===== config.mk =====
export PLATFORM = sky130hd
export DESIGN_NAME = alarm_controller
export DESIGN_NICKNAME = d
export VERILOG_FILES = /design/src/rtl/alarm_controller.sv
export SDC_FILE = /design/constraint.sdc
export NUM_CORES = 1
export LEC_CHECK = 0
export ABC_AREA = 1
export CORE_ASPECT_RATIO = 1.1
export CORE_MARGIN = 5
export CORE_UTILIZATION = 41
export DETAILED_ROUTE_END_ITERATION = 6
export PLACE_DENSITY = 0.73
export SYNTH_ARGS = -nofsm -noshare
export SYNTH_HDL_FRONTEND = slang
export SYNTH_SLANG_ARGS = --single-unit

===== constraint.sdc =====
create_clock -name clk_in -period 2.6 [get_ports clk_in]
set_input_delay 0.39 -clock clk_in [delete_from_list [all_inputs] [get_ports clk_in]]
set_output_delay 0.39 -clock clk_in [all_outputs]
set_load 0.005 [all_outputs]

===== src/rtl/alarm_controller.sv =====
`default_nettype none
// ============================================================================
// Module      : alarm_controller
// Description : Alarm-clock sequencer with IDLE/RINGING/SNOOZE states, ring
//               timeout and a bounded number of snoozes per alarm event.
// Revision    : 1.0 - initial release
// ============================================================================
module alarm_controller #(
    parameter int unsigned RING_TIMEOUT_SEC = 60,
    parameter int unsigned SNOOZE_SEC       = 300,
    parameter int unsigned MAX_SNOOZE       = 3
) (
    input  logic       clk_in,
    input  logic       rst,
    input  logic       tick_1hz,
    input  logic [4:0] cur_hour,
    input  logic [5:0] cur_min,
    input  logic [5:0] cur_sec,
    input  logic [4:0] alarm_hour,
    input  logic [5:0] alarm_min,
    input  logic       alarm_on,
    input  logic       snooze_btn,
    input  logic       stop_btn,
    output logic       siren_enb,
    output logic       ringing,
    output logic       snoozing,
    output logic [2:0] snooze_used
);

    localparam logic [9:0] RING_LAST = 10'(RING_TIMEOUT_SEC - 1);
    localparam logic [9:0] SNZ_LOAD  = 10'(SNOOZE_SEC);
    localparam logic [2:0] SNZ_MAX   = 3'(MAX_SNOOZE);

    typedef enum logic [1:0] {
        IDLE    = 2'd0,
        RINGING = 2'd1,
        SNOOZE  = 2'd2
    } state_t;

    state_t     state_q, state_d;
    logic [9:0] ring_cnt_q, ring_cnt_d;
    logic [9:0] snz_cnt_q, snz_cnt_d;
    logic [2:0] snooze_used_q, snooze_used_d;
    logic       ringing_q, snoozing_q;
    logic       match;

    // Seconds==0 qualification limits triggering to once per alarm minute.
    assign match = tick_1hz & alarm_on & (cur_hour == alarm_hour) &
                   (cur_min == alarm_min) & (cur_sec == 6'd0);

    always_comb begin
        state_d       = state_q;
        ring_cnt_d    = ring_cnt_q;
        snz_cnt_d     = snz_cnt_q;
        snooze_used_d = snooze_used_q;
        if (!alarm_on) begin
            state_d       = IDLE;
            ring_cnt_d    = 10'd0;
            snz_cnt_d     = 10'd0;
            snooze_used_d = 3'd0;
        end else begin
            case (state_q)
                IDLE: begin
                    if (match) begin
                        state_d       = RINGING;
                        ring_cnt_d    = 10'd0;
                        snooze_used_d = 3'd0;
                    end
                end
                RINGING: begin
                    // Priority: stop, then timeout, then snooze, then counting.
                    if (stop_btn || (tick_1hz && ring_cnt_q == RING_LAST)) begin
                        state_d       = IDLE;
                        ring_cnt_d    = 10'd0;
                        snooze_used_d = 3'd0;
                    end else if (snooze_btn && snooze_used_q < SNZ_MAX) begin
                        state_d       = SNOOZE;
                        ring_cnt_d    = 10'd0;
                        snz_cnt_d     = SNZ_LOAD;
                        snooze_used_d = snooze_used_q + 3'd1;
                    end else if (tick_1hz) begin
                        ring_cnt_d = ring_cnt_q + 10'd1;
                    end
                end
                SNOOZE: begin
                    if (stop_btn) begin
                        state_d       = IDLE;
                        snz_cnt_d     = 10'd0;
                        snooze_used_d = 3'd0;
                    end else if (tick_1hz) begin
                        if (snz_cnt_q <= 10'd1) begin
                            state_d    = RINGING;
                            ring_cnt_d = 10'd0;
                            snz_cnt_d  = 10'd0;
                        end else begin
                            snz_cnt_d = snz_cnt_q - 10'd1;
                        end
                    end
                end
                default: begin
                    state_d       = IDLE;
                    ring_cnt_d    = 10'd0;
                    snz_cnt_d     = 10'd0;
                    snooze_used_d = 3'd0;
                end
            endcase
        end
    end

    always_ff @(posedge clk_in) begin
        if (rst) begin
            state_q       <= IDLE;
            ring_cnt_q    <= 10'd0;
            snz_cnt_q     <= 10'd0;
            snooze_used_q <= 3'd0;
            ringing_q     <= 1'b0;
            snoozing_q    <= 1'b0;
        end else begin
            state_q       <= state_d;
            ring_cnt_q    <= ring_cnt_d;
            snz_cnt_q     <= snz_cnt_d;
            snooze_used_q <= snooze_used_d;
            ringing_q     <= (state_d == RINGING);
            snoozing_q    <= (state_d == SNOOZE);
        end
    end

    assign siren_enb   = ringing_q;
    assign ringing     = ringing_q;
    assign snoozing    = snoozing_q;
    assign snooze_used = snooze_used_q;

endmodule
`default_nettype wire

==> metrics.md, run 1 <==
| Metric | Value |
|---|---|
| CTS Buf Count | 3 |
| RePlAce Congestion | 0.857 |
| Crit path DAT | 2.11 ns |
| Row count | 27 |
| First-pass GRT wire length | 8880 um |
| Hold path depth | 2 |
| CP dominant cell by count | nor2_1 |
| Slowest cell on the critical path | clkdlybuf4s50_1 |
| Seq cells post-synth | 27 |
| Max-slew headroom | 55.1% |
| Worst Hold Class | reg -> reg |
| Crit path largest cell delay | 0.58 ns |
| Largest net degree at the start of global routing | 21 |
| GR Overflow Total | 0 |
| Drt drc | 0 |
| Mapped Nets | 409 |
| Maximum fanout along the worst path | 11 |
| Core Box Area | 0.00507 mm^2 |
| Power, Total | 774 uW |
| Nature of the critical path startpoint | primary input |
| RSZ-0062 raised after global routing | false |
| Die X | 79.4 um |
| Leakage | 0.00118 uW |
| CP required | 2.75 ns |
| Async set-reset flop share out of synthesis | 0% |
| Initial core utilization | 42.9% |
| CTS Sinks | 27 |
| Number of synthesized flops with an enable pin | 0 |
| Final Instance Area | 0.00266 mm^2 |
| Final nets | 448 |
| Root Buffer | clkbuf_8 |
| Mean post-synth cell area | 5.92 um^2 |
| Antenna diodes | 0 |
| Layout cells sized above 1 | 5.19% |
| Ys Warns | 0 |
| Port bufs | 39 |
| Detailed placement HPWL | 4190 um |
| Initial antenna violation count | 0 |
| Setup Fix Bufs, Post-CTS | 0 |
| Fin crit share | 75.6% |
| Maximum vdd drop | 0.276 mV |
| Setup Skew | 0.00312 ns |
| Synth Instances | 367 |
| Clk_lat worst skew | 0.27 ns |
| GR Util All Layers | 15.4% |
| Worst-path cell chain | clkdlybuf4s50_1 -> nand2_1 -> nor2_1 -> nand3_1 -> nor2_1 -> nand2_1 -> nand2_4 -> nand3_2 -> o21ai_2 -> nor2_1 |
| ANT nets after route | 0 |
| Area Overhead vs Synth | 22.4% |
| Tmin final | 1.97 ns |
| CTS tree | built |
| Die area | 0.00686 mm^2 |
| Status | finished, final reports clean |
| Area of placed instances | 0.00261 mm^2 |
| Kind of critical path | in -> reg |
| Worst r2r path cells | 12 |
| Mapped Area | 0.00217 mm^2 |
| Avg WL per Cell | 11.1 um |
| Post-CTS Hold Fix Bufs | 0 |
| FMAX | 509 MHz |
| Vias per cell | 4.93 |
| # IOs | 40 |
| Vias in the first global route | 2124 |
| Routed via count | 2283 |
| Final Slew Violations | 0 |
| Die height | 86.4 um |
| Sequential share of the synthesized area | 24.9% |
| Number of gates resized after CTS | 0 |
| DR pass1 iterations | 4 |
| Synth Flop Type | dfxtp_1 |
| Pwr Density | 291 mW/mm^2 |
| Max-cap violations | 0 |
| Violation count after the first detailed-routing iteration | 104 |
| Clk pin slew, worst setup/hold paths | 0.10 ns |
| Setup TNS | 0 ns |
| H-tree lvl count | 1 |
| Detailed Route WL | 5150 um |
| Endpoints failing setup | 0 |
| Longest Clk Path Bufs | 2 |
| Slew at the pin with the worst max-slew slack | 0.673 ns |
| Final Hold Vio Count | 0 |
| Hold_ws | 0.474 ns |
| Worst setup EP type | register |
| Yosys cell types | 35 |
-- state kept, by name, summed over array words and instances (netlist names) --
| name | count |
|---|---|
| snoozing | 1 |
| ringing | 1 |
| state_q | 2 |
| snz_cnt_q | 10 |
| snooze_used | 3 |
| ring_cnt_q | 10 |
-- logic make-up (layout without fill, tap and decap cells) --
logic type                 count (synthesis)  count (layout)  share of synthesized area (%)
and+or+nand+nor                          219             219                           44.7
buffers and inverters                     67             105                           12.2
AOI/OAI and AO/OA                         38              38                           10.4
DFF                                       27              27                           24.9
adders and majority gates                  8               8                           4.61
xor gates and xnor gates                   8               8                           3.22
-- metrics by stage --
step,instances,worst slack (ns),util (%)
floorplan,367,0.962,-
global placement,459,0.433,51.5
detailed placement,459,0.364,51.5
CTS,463,0.650,52.5
global route,463,0.444,52.5
finish,463,0.634,52.5
-- cell type report --
class	instances	area, um^2
Fill cell	503	2410
Inverter	60	225
Clock buffer	3	41.3
Timing Repair Buffer	41	405
Multi-Input combinational cell	273	1370
Sequential cell	27	541
Clock inverter	1	7.51
Tap cell	58	72.6
-- synthesized netlist by cell type (2+ instances only) --
cell | number | share of area [%]
a31oi_1 | 2 | 0.58
nand3_1 | 35 | 8.1
nand4_1 | 6 | 1.7
nand2_2 | 3 | 0.86
a21oi_1 | 18 | 4.1
o21ai_0 | 3 | 0.69
nor2_1 | 54 | 9.3
a21o_1 | 2 | 0.69
dfxtp_1 | 27 | 25
xor2_1 | 5 | 2.0
inv_1 | 57 | 9.8
xnor2_1 | 3 | 1.2
nand2_1 | 102 | 18
nor2_4 | 2 | 1.0
nand2_4 | 2 | 1.0
nor3_1 | 8 | 1.8
clkinv_1 | 2 | 0.35
a22oi_1 | 2 | 0.69
clkbuf_1 | 3 | 0.52
nand3_2 | 2 | 0.92
o21ai_1 | 6 | 1.4
buf_2 | 2 | 0.46
ha_1 | 8 | 4.6
o21bai_1 | 2 | 0.69
-- routing by layer --
layer / share of wire (%) / track usage (%)
met1: 45 / 18.8
met2: 51 / 28.6
met3: 3.8 / 1.77
met4: 0.87 / 3.28
met5: 0 / 0
-- critical path, delay by kind of cell --
kind	cells	cell delay [ns]
AND/OR/NAND/NOR	8	0.97
AO/OA/AOI/OAI	1	0.17
buffers and inverters	1	0.58
-- final timing paths --
check,slack [ns],from,to
max,0.63,tick_1hz,ring_cnt_q[3]
min,0.47,snooze_used[2],snooze_used[2]
max reg2reg,0.65,ring_cnt_q[0],snz_cnt_q[8]
min reg2reg,0.47,snooze_used[2],snooze_used[2]
-- cells in the final DEF (no fill, tap or decap), types with 3 or more instances in the layout --
cell type	count
xor2_1	5
nor2_1	54
o21ai_0	3
nor3_1	8
nand2_2	3
nand2_1	102
clkbuf_8	3
dfxtp_1	27
inv_1	57
clkdlybuf4s50_1	39
o21ai_1	6
a21oi_1	18
ha_1	8
nand3_1	35
nand4_1	6
xnor2_1	3
-- where the power goes --
group          switching, uW  leakage, uW  internal, uW
clock network            138    0.0000217           109
logic                   51.2     0.000940          62.2
registers           0.000195     0.000217           413
total                    190      0.00118           584
(Power assumes the default switching activity.)
==> run 2: changes to the inputs <==
- clock period: 2.6 -> 1.9 ns (I/O delays scaled with it)
==> metrics.md, run 2 (synthesized netlist as in run 1, its figures left out) <==
| Metric | Value |
|---|---|
| Row count | 27 |
| Clk pin slew, worst setup/hold paths | 0.11 ns |
| Endpoints failing setup | 0 |
| Finished Core Util | 58.1% |
| Fin crit share | 89.9% |
| ANT nets after route | 0 |
| H-tree lvl count | 1 |
| Tmin final | 1.71 ns |
| Layout fillers | 499 |
| Multi-input gate area | 0.00139 mm^2 |
| Vias per cell | 4.85 |
| Setup Skew | 0.00923 ns |
| FMAX | 585 MHz |
| First-pass GRT wire length | 9270 um |
| # IOs | 40 |
| Layout cells sized above 1 | 14.2% |
| RSZ-0062 raised after global routing | false |
| Violation count after the first detailed-routing iteration | 137 |
| Post-CTS Hold Fix Bufs | 0 |
| Root Buffer | clkbuf_8 |
| Detailed Route WL | 5340 um |
| Worst Hold Class | reg -> reg |
| Area Overhead vs Synth | 35.5% |
| GR Util All Layers | 16.2% |
| Antenna diodes | 0 |
| Final Instance Area | 0.00294 mm^2 |
| Routed via count | 2406 |
| Detailed placement HPWL | 4370 um |
| CTS tree | built |
| Hold_ws | 0.479 ns |
| Crit path DAT | 1.89 ns |
| Worst-path cell chain | inv_1 -> ha_2 -> inv_1 -> nor2_2 -> a21oi_1 -> nand2_1 -> a21oi_1 -> nand3_1 -> o21ai_1 -> nor2_1 |
| Crit path max-delay family | compound AO/OA/AOI/OAI gates |
| Max-cap violations | 0 |
| Die area | 0.00686 mm^2 |
| Final Hold Vio Count | 0 |
| Slowest cell on the critical path | dfxtp_2 |
| Final nets | 481 |
| Most common cell after layout, fill and taps aside | nand2_1 |
| Maximum fanout along the worst path | 4 |
| Worst path buffer plus inverter count | 2 |
| Maximum vdd drop | 0.293 mV |
| Initial core utilization | 42.9% |
| Pwr Density | 376 mW/mm^2 |
| Drt drc | 0 |
| RePlAce Congestion | 0.926 |
| Sequential Area | 542 um^2 |
| Die height | 86.4 um |
| CTS Buf Count | 3 |
| CP required | 2.09 ns |
| Die X | 79.4 um |
| Longest Clk Path Bufs | 2 |
| Setup WS post-layout | 0.191 ns |
| Final Slew Violations | 0 |
| Nature of the critical path startpoint | register |
| Area of placed instances | 0.00284 mm^2 |
| Slew at the pin with the worst max-slew slack | 0.334 ns |
| Crit path largest cell delay | 0.36 ns |
| Avg WL per Cell | 10.8 um |
| Vias in the first global route | 2206 |
| Place WS | -0.123 ns |
| Max-slew headroom | 77.7% |
| Initial antenna violation count | 0 |
| Port bufs | 39 |
| Clk_lat worst skew | 0.29 ns |
| GR Overflow Total | 0 |
| Leakage | 0.00134 uW |
| Power, Total | 1110 uW |
| CTS Sinks | 27 |
| Core Box Area | 0.00507 mm^2 |
| Kind of critical path | reg -> reg |
| Largest net degree at the start of global routing | 17 |
| DR pass1 iterations | 4 |
| Most frequent cells in the layout | nand2_1 (100), inv_1 (56), nor2_1 (52), clkdlybuf4s50_1 (39), nand3_1 (35) |
| Status | finished, final reports clean |
| Worst setup EP type | register |
-- run 2: cell count changes in the layout (fill, tap and decap cells not counted), sizes merged --
cell and delta:
buf +33
-- run 2: through the flow --
stage,TNS (ns),std cells
5_1_grt,0,496
3_5_place_dp,-0.962,489
4_1_cts,0,493
6_report,0,496
2_1_floorplan,0,367
3_3_place_gp,-0.462,489
-- run 2: worst paths after layout --
path	slack, ns	to	start	cells after the start
setup / recovery	0.19	snz_cnt_q[6]	state_q[0]	10
hold / removal	0.48	snooze_used[2]	snooze_used[2]	2
setup reg to reg	0.19	snz_cnt_q[6]	state_q[0]	10
hold reg to reg	0.48	snooze_used[2]	snooze_used[2]	2
-- run 2: power breakdown --
group          internal [uW]  switching, uW  total (uW)
Sequential               565       0.000263         565
Clock                    150            204         354
Combinational            111           76.8         188
-- run 2: worst min-delay path: cells and delay by family (launching register included) --
| family | cells | cell delay [ns] |
|---|---|---|
| AOI/OAI and AO/OA | 1 | 0.06 |
| buffers and inverters | 1 | 0.06 |
| DFF | 1 | 0.32 |
-- run 2: layout make-up --
| class | count | area share [%] |
|---|---|---|
| timing repair buffer | 74 | 22.6 |
| inverter | 60 | 7.65 |
| sequential | 27 | 18.4 |
| multi-input combinational | 273 | 47.2 |
| clock inverter | 1 | 0.255 |
| clock buffer | 3 | 1.40 |
| tap | 58 | 2.46 |
-- run 2: per-layer routing --
| layer | routed length [um] | global-route usage, % | vias to the layer above | share of wire, % |
|---|---|---|---|---|
| met5 | 0 | 0 | - | 0 |
| met4 | 77 | 4.69 | 0 | 1.4 |
| met3 | 158 | 1.87 | 7 | 3.0 |
| met2 | 2680 | 30.2 | 33 | 50 |
| met1 | 2420 | 19.3 | 1071 | 45 |
| li1 | - | - | 1295 | - |
-- run 2: repair_timing --
item | 4_1_cts | 5_1_grt
endpoints found under the setup margin | 0 | 14
buffers inserted | 0 | 3
gates resized for setup | 0 | 9
==> run 3: changes to the inputs <==
- clock period: 1.9 -> 2.14 ns (I/O delays scaled with it)
==> metrics.md, run 3 (synthesized netlist as in run 1, its figures left out) <==
| Metric | Value |
|---|---|
| Vias in the first global route | 2118 |
| Final Hold Vio Count | 0 |
| ANT nets after route | 0 |
| Setup TNS | 0 ns |
| Post-CTS Hold Fix Bufs | 0 |
| Clk pin slew, worst setup/hold paths | 0.10 ns |
| GR Overflow Total | 0 |
| Core Box Area | 0.00507 mm^2 |
| DR pass1 iterations | 4 |
| Max-slew headroom | 74.6% |
| Crit path largest cell delay | 0.39 ns |
| Initial core utilization | 42.9% |
| Die height | 86.4 um |
| FMAX | 537 MHz |
| Routed via count | 2306 |
| # IOs | 40 |
| Longest Clk Path Bufs | 2 |
| Met3 WL | 139 um |
| Clk_lat worst skew | 0.28 ns |
| Violation count after the first detailed-routing iteration | 159 |
| CP dominant cell by count | nor2_1 |
| Layout cells sized above 1 | 6.57% |
| Area Overhead vs Synth | 24.5% |
| Met2 WL | 2710 um |
| Leakage | 0.00121 uW |
| Most frequent cells in the layout | nand2_1 (102), inv_1 (57), nor2_1 (54), clkdlybuf4s50_1 (39), nand3_1 (35) |
| CTS Buf Count | 3 |
| Nature of the critical path startpoint | register |
| Antenna diodes | 0 |
| RSZ-0062 raised after global routing | false |
| Wl on met1 | 2430 um |
| Most common cell after layout, fill and taps aside | nand2_1 |
| Combinational Power Share | 15.3% |
| H-tree lvl count | 1 |
| Pwr Density | 350 mW/mm^2 |
| Clock power share | 31.7% |
| Slowest cell on the critical path | dfxtp_1 |
| First-pass GRT wire length | 9150 um |
| Endpoints failing setup | 0 |
| RePlAce Congestion | 0.870 |
| Worst setup EP type | register |
| CP required | 2.36 ns |
| Detailed Route WL | 5330 um |
| Maximum fanout along the worst path | 10 |
| Worst-path cell chain | inv_1 -> ha_1 -> inv_1 -> nor2_1 -> a21oi_1 -> nand2_1 -> clkinv_1 -> nand2_4 -> nor2_4 -> nand2_1 -> nor2_1 -> nor2_1 -> nor2_1 |
| Final nets | 454 |
| CTS Sinks | 27 |
| Worst Hold Class | reg -> reg |
| Sequential Power Share | 53.0% |
| Sw frac | 24.5% |
| Tmin final | 1.86 ns |
| Net switching power | 232 uW |
| Kind of critical path | reg -> reg |
| Row count | 27 |
| CTS tree | built |
| Port bufs | 39 |
| GR Util All Layers | 16.0% |
| Initial antenna violation count | 0 |
| Setup Fix Bufs, Post-CTS | 0 |
| Vias per cell | 4.92 |
| Slew at the pin with the worst max-slew slack | 0.381 ns |
| Status | finished, final reports clean |
| Maximum vdd drop | 0.241 mV |
| Largest net degree at the start of global routing | 17 |
| Setup Skew | 0.0112 ns |
| Drt drc | 0 |
| Root Buffer | clkbuf_8 |
| Final Slew Violations | 0 |
| Die area | 0.00686 mm^2 |
| Die X | 79.4 um |
| Crit path DAT | 2.09 ns |
| Number of gates resized after CTS | 0 |
| Avg WL per Cell | 11.4 um |
| Max-cap violations | 0 |
| Top Layer Used | met4 |
| Fin crit share | 87.0% |
| Internal power | 715 uW |
| Setup WS post-layout | 0.278 ns |
| Place WS | 0.0291 ns |
| Detailed placement HPWL | 4300 um |
## run 3: changes by cell type in the layout (fill, tap and decap cells not counted), moves of 2 or more
cell,delta
nand2_1,+2
ha_2,-2
ha_1,+2
buf_4,-26
nor2_1,+2
nor2_2,-2
nand2_2,-2
## run 3: layer usage
metal,global-route usage [%],up-vias
li1,-,1241
met1,20.0,1028
met2,29.2,33
met3,1.77,4
met4,3.28,0
met5,0,-
## run 3: through the flow
step	util (%)	hold WS, ns	std cells	instance area (um^2)	power, uW
after floorplan	-	0.456	367	2170	572
after global placement	52.4	0.465	465	2660	657
after detailed placement	52.4	0.471	465	2660	658
after CTS	53.4	0.487	469	2710	958
after global routing	53.4	0.510	469	2710	1000
final	53.4	0.487	469	2710	946
## run 3: layout make-up
cell class,count,area [um^2]
flip-flops and latches,27,541
clock buffers,3,41.3
well taps,58,72.6
multi-input cells,273,1370
repair buffers,47,450
fillers,529,2360
clock inverters,1,7.51
inverters,60,225
## run 3: critical path, delay by kind of cell, from the launching register on
family,cells,cell delay [ns]
flops,1,0.39
fa+ha+maj,1,0.23
buf+inv,3,0.24
simple gates,8,0.82
compound gates,1,0.13
## run 3: path summary, 6_finish.rpt
path | startpoint | end | slack, ns | cells after the start
max | state_q[0] | snz_cnt_q[8] | 0.28 | 13
min reg2reg | snooze_used[2] | snooze_used[2] | 0.49 | 2
min | snooze_used[2] | snooze_used[2] | 0.49 | 2
max reg2reg | state_q[0] | snz_cnt_q[8] | 0.28 | 13
## run 3: power by group through the flow
stage          logic [uW]  clock network, uW  registers, uW
4_1_cts               145                310            502
6_report              144                300            502
5_1_grt               160                339            502
3_3_place_gp          143                  0            514
3_5_place_dp          145                  0            514
2_1_floorplan        58.3                  0            514
